[src/rtl/traffic_ctrl_multi.sv]
// traffic_ctrl_multi: round-robin N-approach traffic light controller with adaptive green, all-red clearance and flashing-yellow mode
module traffic_ctrl_multi #(
  parameter int NUM_DIR     = 4,
  parameter int ALL_RED_CYC = 2,
  parameter int GREEN_MIN   = 10,
  parameter int GREEN_MAX   = 15,
  parameter int YELLOW_CYC  = 5,
  parameter int FLASH_HALF  = 4,
  parameter int CNT_W       = 8,
  localparam int DW         = $clog2(NUM_DIR)
) (
  input  logic               clock,
  input  logic               reset,
  input  logic [NUM_DIR-1:0] req,
  input  logic               flash_en,
  output logic [NUM_DIR-1:0] red,
  output logic [NUM_DIR-1:0] yellow,
  output logic [NUM_DIR-1:0] green,
  output logic [DW-1:0]      active_dir,
  output logic [1:0]         phase
);
  typedef enum logic [1:0] {ALL_RED, GREEN, YELLOW, FLASH} phase_t;
  localparam logic [CNT_W-1:0] AR_END = CNT_W'(ALL_RED_CYC - 1);
  localparam logic [CNT_W-1:0] GN_END = CNT_W'(GREEN_MIN - 1);
  localparam logic [CNT_W-1:0] GX_END = CNT_W'(GREEN_MAX - 1);
  localparam logic [CNT_W-1:0] Y_END  = CNT_W'(YELLOW_CYC - 1);
  localparam logic [CNT_W-1:0] F_END  = CNT_W'(FLASH_HALF - 1);
  phase_t st, nst;
  logic [CNT_W-1:0] cnt, ncnt;
  logic [DW-1:0] ndir, rr_dir, idx;
  logic flash_on, nflash_on, gap_or_max;
  logic [NUM_DIR-1:0] cur, noh, other_req;
  assign cur = NUM_DIR'(1) << active_dir;
  assign noh = NUM_DIR'(1) << ndir;
  assign other_req = req & ~cur;
  assign gap_or_max = cnt >= GN_END && |other_req && (!req[active_dir] || cnt == GX_END);
  assign phase = st;
  // round-robin pick starting after the current approach; the current one is searched last
  always_comb begin
    rr_dir = active_dir;
    idx = '0;
    for (int i = NUM_DIR; i >= 1; i--) begin
      idx = DW'((int'(active_dir) + i) % NUM_DIR);
      if (req[idx]) rr_dir = idx;
    end
  end
  // phase sequencing: clearance, green with gap/max-out, fixed yellow, flash override
  always_comb begin
    nst = st;
    ncnt = cnt + CNT_W'(1);
    ndir = active_dir;
    nflash_on = flash_on;
    case (st)
      ALL_RED:
        if (flash_en) begin
          nst = FLASH;
          ncnt = '0;
          nflash_on = 1'b1;
        end else if (cnt == AR_END) begin
          ncnt = cnt;
          if (|req) begin
            nst = GREEN;
            ncnt = '0;
            ndir = rr_dir;
          end
        end
      GREEN:
        if (flash_en || gap_or_max) begin
          nst = YELLOW;
          ncnt = '0;
        end else if (cnt == GX_END) ncnt = cnt;
      YELLOW:
        if (cnt == Y_END) begin
          nst = flash_en ? FLASH : ALL_RED;
          ncnt = '0;
          nflash_on = 1'b1;
        end
      default:
        if (!flash_en) begin
          nst = ALL_RED;
          ncnt = '0;
        end else if (cnt == F_END) begin
          ncnt = '0;
          nflash_on = !flash_on;
        end
    endcase
  end
  // state and lamp registers; lamps are decoded from the next state so they change with the phase
  always_ff @(posedge clock or negedge reset) begin
    if (!reset) begin
      st <= ALL_RED;
      cnt <= '0;
      active_dir <= DW'(NUM_DIR - 1);
      flash_on <= 1'b0;
      red <= '1;
      yellow <= '0;
      green <= '0;
    end else begin
      st <= nst;
      cnt <= ncnt;
      active_dir <= ndir;
      flash_on <= nflash_on;
      red <= nst == FLASH ? '0 : nst == ALL_RED ? '1 : ~noh;
      green <= nst == GREEN ? noh : '0;
      yellow <= nst == YELLOW ? noh : (nst == FLASH && nflash_on) ? '1 : '0;
    end
  end
endmodule

[config.mk]
export PLATFORM = sky130hd
export DESIGN_NAME = traffic_ctrl_multi
export DESIGN_NICKNAME = d
export VERILOG_FILES = /design/src/rtl/traffic_ctrl_multi.sv
export SDC_FILE = /design/constraint.sdc
export NUM_CORES = 1
export LEC_CHECK = 0
export ABC_CLOCK_PERIOD_IN_PS = 6100
export BUFFER_PORTS_ARGS = -buffer_cell sky130_fd_sc_hd__buf_2
export CAP_MARGIN = 30
export CELL_PAD_IN_SITES_DETAIL_PLACEMENT = 0
export CELL_PAD_IN_SITES_GLOBAL_PLACEMENT = 1
export CORE_UTILIZATION = 47
export CTS_CLUSTER_SIZE = 40
export DETAILED_ROUTE_END_ITERATION = 10
export HOLD_SLACK_MARGIN = 0.15
export MAX_ROUTING_LAYER = met4
export PLACE_DENSITY = 0.81
export SLEW_MARGIN = 5
export SYNTH_ARGS = -nofsm -noshare
export SYNTH_HDL_FRONTEND = slang
export SYNTH_SLANG_ARGS = --single-unit
export TNS_END_PERCENT = 30
[constraint.sdc]
create_clock -name clock -period 6.1 [get_ports clock]
set_input_delay 1.22 -clock clock [delete_from_list [all_inputs] [get_ports clock]]
set_output_delay 1.22 -clock clock [all_outputs]
set_load 0.02 [all_outputs]
==> run_results.csv, run 1 <==
group,metric,value,unit
status,status,"finished, final reports clean",
cts,hold_buffers,0,
place,post-place-cells,237,
floorplanning,ios,23,
critical_path,rr_endpoint,"red[3]",
critical_path,r2r_start,"active_dir[0]",
critical_path,path_class,"reg -> reg",
floorplanning,die_w,62.4,um
logic_synthesis,syn_area,0.00172,mm^2
grt,track_usage,0.203,
cts,clock-sinks,25,
critical_path,arrival,3440,ps
place,dpl_cell_area,0.00183,mm^2
logic_synthesis,synth-seq-cells,25,
sta,hold_violations,0,
critical_path,crit_slowest_cell,"dfstp_2",
logic_synthesis,synth_edf_count,0,
sta,maxSlewViolCount,0,
grt,grt_max_degree,26,
critical_path,cp_top_family,"compound AO/OA/AOI/OAI gates",
logic_synthesis,synth.area.top_cells,"dfrtp_1 28%, dfstp_2 9.2%, ha_1 5.8%",
logic_synthesis,syn_inst,179,
layout,final_cell_mix,"22 x buf_2, 19 x dfrtp_1, 13 x nor2_1",
critical_path,path_max_fanout,21,
place,numPortBuffers,22,
routing,drc,0,
worst_hold_path,hold_start,"cnt[7]",
critical_path,worstPathCellList,"inv_1 > ha_1 > and2_1 > o32ai_1 > a222oi_1 > nor2b_2 > a32oi_1 > maj3_1",
sta,period_share,0.518,
grt,grt_pass1_wl,6220,um
sta,fmax,316,MHz
critical_path,reg2reg_setup_slack,2940,ps
cts,path_clk_slew,160,ps
layout,layout_commonest_cell,"buf_2",
floorplanning,dieArea,0.00390,mm^2
layout,postLayoutCellArea,0.00186,mm^2
logic_synthesis,synth_top_family_by_area,"simple AND/OR/NAND/NOR gates",
logic_synthesis,synth_fp_nets,194,
critical_path,cp-end-kind,"flop",
cts,cts_tree,"yes",
routing,wl,3500,um
critical_path,path_buf_inv,1,
sta,max_slew_margin,0.469,
routing,wire_per_inst,14.5,um
grt,antenna_found_initial,0,
sta,grt_setup_unrepaired,"false",
logic_synthesis,synth-xor-area-share,0.0306,
critical_path,slowest_delay,800,ps
cts,postCtsSetupRepairBufs,0,
logic_synthesis,ys.flop_type,"dfrtp_1",
logic_synthesis,synthDominantCellAreaShare,0.277,
cts,cts_root_buf,"clkbuf_4",
layout,final_cells,241,
power_and_ir_drop,p_leak,0.824,nW
floorplanning,core,0.00342,mm^2
routing,postRouteAntennaNets,0,
logic_synthesis,synth_area_per_cell,9.58,um^2
grt,grt_pass1_vias,1388,
sta,final_period_minus_worst_setup_slack,3160,ps
logic_synthesis,synthMuxAreaShare,0.0584,
logic_synthesis,ys_warn_count,0,
place,dp_hpwl,2670,um
grt,gr-total-overflow,0,
worst_hold_path,whs_endpoint,"cnt[7]",
place,gp_congestion,0.811,
floorplanning,die_h,62.4,um
logic_synthesis,ys_async_sr_fraction,1.00,
critical_path,cp_data_required_time,6380,ps
logic_synthesis,synth_cell_type_count,55,
layout,drive_above_1_share,0.262,
logic_synthesis,synthSimpleGateAreaFrac,0.216,
critical_path,cp.depth,8,
sta,finalClockSkew,9.17,ps
layout,antenna_cells,0,
worst_hold_path,holdPathStages,2,
logic_synthesis,synth_adder_area_share,0.0824,
cts,numCtsBuffers,3,
cts,cts.path.max_buffers,2,
cts,cts_max_level,1,
sta,tns,0,ps
flow_run,maxCapViolCount,0,
critical_path,reg2reg_depth,8,
routing,dr.first_iter.drc_count,60,
critical_path,worst_setup_path_start_kind,"flop",
sta,worst_pin_slew,791,ps
routing,viasPerCell,5.74,
cts,ctsResizeCount,0,
logic_synthesis,yosysSeqAreaShare,0.369,
worst_hold_path,hold_path_class,"reg -> reg",
logic_synthesis,yosysTopAreaCell,"dfrtp_1",
floorplanning,initial_core_util,0.502,
sta,setup_viol,0,
cts,clk_latency,330,ps
layout,synthToLayoutAreaGrowth,8.46,%
logic_synthesis,synth_compound_area_frac,0.188,
routing,firstDrtPassIters,4,
power_and_ir_drop,ir_worst_vdd,0.256,mV
power_and_ir_drop,power.density,453,mW/mm^2
floorplanning,rows,21,
layout,final_nets,211,
routing,vias,1383,
registers in the layout (all words and copies together), names as in the netlist:
name        flops
cnt             8
phase           2
yellow          4
active_dir      2
flash_on        1
green           4
red             4
per-stage QoR:
stage,utilization,power [mW],hold slack (ps),setup WS (ps)
after CTS,0.545,0.848,590,2950
after floorplan,-,0.657,513,2980
after detailed placement,0.536,0.766,553,2870
final,0.545,0.844,587,2940
after global placement,0.536,0.753,552,2890
after global routing,0.545,0.918,649,2710
layer usage:
metal / vias to the layer above / wire length (um) / global-route usage
li1: 680 / - / -
met1: 686 / 1640 / 0.274
met2: 13 / 1780 / 0.329
met3: 4 / 49 / 0.0182
met4: 0 / 34 / 0.0523
met5: - / 0 / -
cells in the mapped netlist, types with 2 or more instances:
cell and number:
dfrtp_1 19, nor2_1 13, nand3_1 12, inv_1 11, nand2_1 10, a21oi_1 9
ha_1 8, clkbuf_1 7, nand2b_1 7, dfstp_2 6, o21ai_0 6, xor2_1 5
and3_1 4, a21o_1 3, maj3_1 3, mux4_2 3, nor3_1 3, nor4_1 3
a2bb2oi_1 2, a31oi_1 2, buf_6 2, mux2_2 2, nand4_1 2, o21a_1 2
o31ai_1 2, o32ai_1 2, or2_2 2, or3_1 2
how the worst max path moves through the flow:
stage / end / start / slack, ps
after global placement: yellow[1] / req[3] / 2890
after detailed placement: red[3] / req[3] / 2870
after global routing: red[3] / active_dir[0] / 2710
final: red[3] / active_dir[0] / 2940
after floorplan: red[2] / active_dir[0] / 2980
after CTS: red[3] / active_dir[0] / 2950
final cells by class:
type,count,area [um^2]
Fill cell,323,1560
Multi-Input combinational cell,133,987
Sequential cell,25,633
Timing Repair Buffer,22,110
Tap cell,46,57.6
Inverter,11,41.3
Clock buffer,3,22.5
Clock inverter,1,8.76
worst register-to-register path, cell delays in order, from the launching register on:
cell and delay (ps):
dfstp_2 800, inv_1 180, ha_1 400, and2_1 150, o32ai_1 70, a222oi_1 650, nor2b_2 310, a32oi_1 140
maj3_1 400
power by group:
group          internal [mW]  switching (mW)
registers              0.230          0.0761
clock network         0.0268          0.0556
logic                  0.197           0.257
kinds of logic (layout without fill, tap and decap cells):
group,count (synthesis),after routing
xor gates and xnor gates,6,6
DFF,25,25
adders and majority gates,12,12
muxes,6,6
buffers and inverters,21,37
AOI/OAI and AO/OA,43,43
and+or+nand+nor,66,66
Note: power is estimated with default switching activity, not from simulation.
==> run 2: changes to the inputs <==
--- a/config.mk
+++ b/config.mk
@@ -5,17 +5,17 @@
 export SDC_FILE = /design/constraint.sdc
 export NUM_CORES = 1
 export LEC_CHECK = 0
-export ABC_CLOCK_PERIOD_IN_PS = 6100
+export ABC_CLOCK_PERIOD_IN_PS = 3150
 export BUFFER_PORTS_ARGS = -buffer_cell sky130_fd_sc_hd__buf_2
 export CAP_MARGIN = 30
 export CELL_PAD_IN_SITES_DETAIL_PLACEMENT = 0
 export CELL_PAD_IN_SITES_GLOBAL_PLACEMENT = 1
-export CORE_UTILIZATION = 47
+export CORE_UTILIZATION = 44
 export CTS_CLUSTER_SIZE = 40
 export DETAILED_ROUTE_END_ITERATION = 10
 export HOLD_SLACK_MARGIN = 0.15
 export MAX_ROUTING_LAYER = met4
-export PLACE_DENSITY = 0.81
+export PLACE_DENSITY = 0.76
 export SLEW_MARGIN = 5
 export SYNTH_ARGS = -nofsm -noshare
 export SYNTH_HDL_FRONTEND = slang
==> constraint.sdc (replaced) <==
create_clock -name clock -period 3.15 [get_ports clock]
set_input_delay 0.63 -clock clock [delete_from_list [all_inputs] [get_ports clock]]
set_output_delay 0.63 -clock clock [all_outputs]
set_load 0.02 [all_outputs]
==> run 2 against run 1 <==
Net effect: utilization decreased by 2.7 points; cell count rose by 2.5%; design area up 2.6%; critical path depth unchanged; sequential share of layout area down 0.85 points; combinational power grew 110%; clock skew shrank 4.2 ps; sequential power is 81% higher; via count is 0.22% lower; global-route usage decreased by 0.97 points; die area grew 6.6%.
==> run_results.csv, run 2 (synthesis results as in run 1) <==
group,metric,value,unit
routing,firstDrtPassIters,4,
routing,postRouteAntennaNets,0,
critical_path,cp_data_required_time,3370,ps
critical_path,cp.depth,8,
routing,viasPerCell,5.59,
critical_path,arrival,3070,ps
grt,gr-total-overflow,0,
cts,ctsResizeCount,0,
routing,dr.first_iter.drc_count,90,
critical_path,path_class,"reg -> reg",
layout,final_cells,247,
sta,finalClockSkew,4.93,ps
critical_path,path_buf_inv,1,
worst_hold_path,hold_path_class,"in -> async",
grt,grt_max_degree,26,
floorplanning,die_h,64.4,um
routing,wire_per_inst,14.5,um
layout,layout_commonest_cell,"buf_2",
sta,period_share,0.905,
critical_path,slowest_delay,660,ps
floorplanning,initial_core_util,0.465,
floorplanning,die_w,64.4,um
routing,wl,3570,um
cts,path_clk_slew,90,ps
cts,clk_latency,270,ps
power_and_ir_drop,p_comb_frac,0.562,
power_and_ir_drop,switching_power,0.752,mW
grt,grt_pass1_vias,1316,
grt,grt_pass1_wl,6080,um
cts,cts_max_level,1,
place,numPortBuffers,22,
layout,final_nets,215,
cts,hold_buffers,0,
layout,largest_reg_flops,8,
flow_run,maxCapViolCount,0,
power_and_ir_drop,power_frac_seq,0.326,
grt,antenna_found_initial,0,
critical_path,cp-end-kind,"flop",
power_and_ir_drop,p_leak,0.852,nW
place,dp_hpwl,2660,um
floorplanning,core,0.00369,mm^2
layout,regMostFlops,"cnt",
sta,fmax,351,MHz
sta,maxSlewViolCount,0,
critical_path,crit_slowest_cell,"dfstp_2",
critical_path,r2r_start,"active_dir[1]",
power_and_ir_drop,swShare,0.442,
critical_path,reg2reg_depth,8,
place,gp_congestion,0.876,
power_and_ir_drop,p_clk_frac,0.111,
critical_path,worstPathCellList,"inv_1 > ha_1 > mux4_2 > nand2b_1 > o21ai_0 > nor4_2 > a211oi_2 > maj3_2",
cts,numCtsBuffers,3,
cts,clock-sinks,25,
floorplanning,rows,22,
sta,hold_violations,0,
cts,cts.path.max_buffers,2,
power_and_ir_drop,ir_worst_vdd,0.489,mV
cts,cts_root_buf,"clkbuf_8",
sta,setup_viol,0,
critical_path,critPathLaunch,"active_dir[1]",
grt,track_usage,0.193,
critical_path,path_max_fanout,13,
power_and_ir_drop,p_int,0.948,mW
sta,final_period_minus_worst_setup_slack,2850,ps
sta,whs,331,ps
layout,postLayoutCellArea,0.00191,mm^2
layout,antenna_cells,0,
critical_path,worst_setup_path_start_kind,"flop",
floorplanning,dieArea,0.00415,mm^2
routing,drc,0,
critical_path,cp_top_family,"flip-flops",
sta,grt_setup_unrepaired,"false",
cts,postCtsSetupRepairBufs,0,
layout,final_cell_mix,"22 x buf_2, 19 x dfrtp_1, 13 x nor2_1",
floorplanning,ios,23,
place,post-place-cells,243,
layout,synthToLayoutAreaGrowth,11.2,%
layout,drive_above_1_share,0.276,
routing,vias,1380,
sta,worst_pin_slew,755,ps
cts,cts_tree,"yes",
sta,max_slew_margin,0.496,
power_and_ir_drop,power.density,891,mW/mm^2
sta,tns,0,ps
place,dpl_cell_area,0.00186,mm^2
status,status,"finished, final reports clean",
-- run 2: changes by cell type in the layout (fill, tap and decap cells not counted), sizes merged --
cell    before  now
clkinv       0    1
inv         12   11
buf         22   26
-- run 2: power groups by stage --
stage / Clock (mW) / Sequential (mW) / Combinational, mW
5_1_grt: 0.208 / 0.573 / 1.06
2_1_floorplan: 0 / 0.595 / 0.676
4_1_cts: 0.194 / 0.553 / 0.961
3_3_place_gp: 0 / 0.555 / 0.943
6_report: 0.189 / 0.555 / 0.956
3_5_place_dp: 0 / 0.557 / 0.954
-- run 2: area by class of cell --
type	count	area, um^2
fill	362	1780
clock inverter	1	5.00
clock buffer	3	41.3
inverter	11	41.3
timing repair buffer	26	140
sequential	25	633
tap	48	60.1
multi-input combinational	133	987
-- run 2: routing by layer --
layer,vias to the layer above,track usage,part of all wire
met2,17,0.293,0.45
met1,671,0.267,0.51
met4,0,0.0694,0.013
met5,-,-,0
li1,688,-,-
met3,4,0.0211,0.023
-- run 2: final timing paths --
path | end | slack (ps)
worst max register to register | red[1] | 300
max in group asynchronous | active_dir[1] | 2450
worst min-delay path | cnt[0] | 330
worst min register to register | cnt[0] | 590
min in group clock | cnt[0] | 590
worst max-delay path | red[1] | 300
-- run 2: per-stage QoR --
| stage | power [mW] | setup WS (ps) | util |
|---|---|---|---|
| global placement | 1.50 | 448 | 0.505 |
| CTS | 1.71 | 305 | 0.517 |
| detailed placement | 1.51 | 324 | 0.505 |
| finish | 1.70 | 299 | 0.517 |
| global route | 1.84 | 168 | 0.517 |
| floorplan | 1.27 | 29.6 | - |
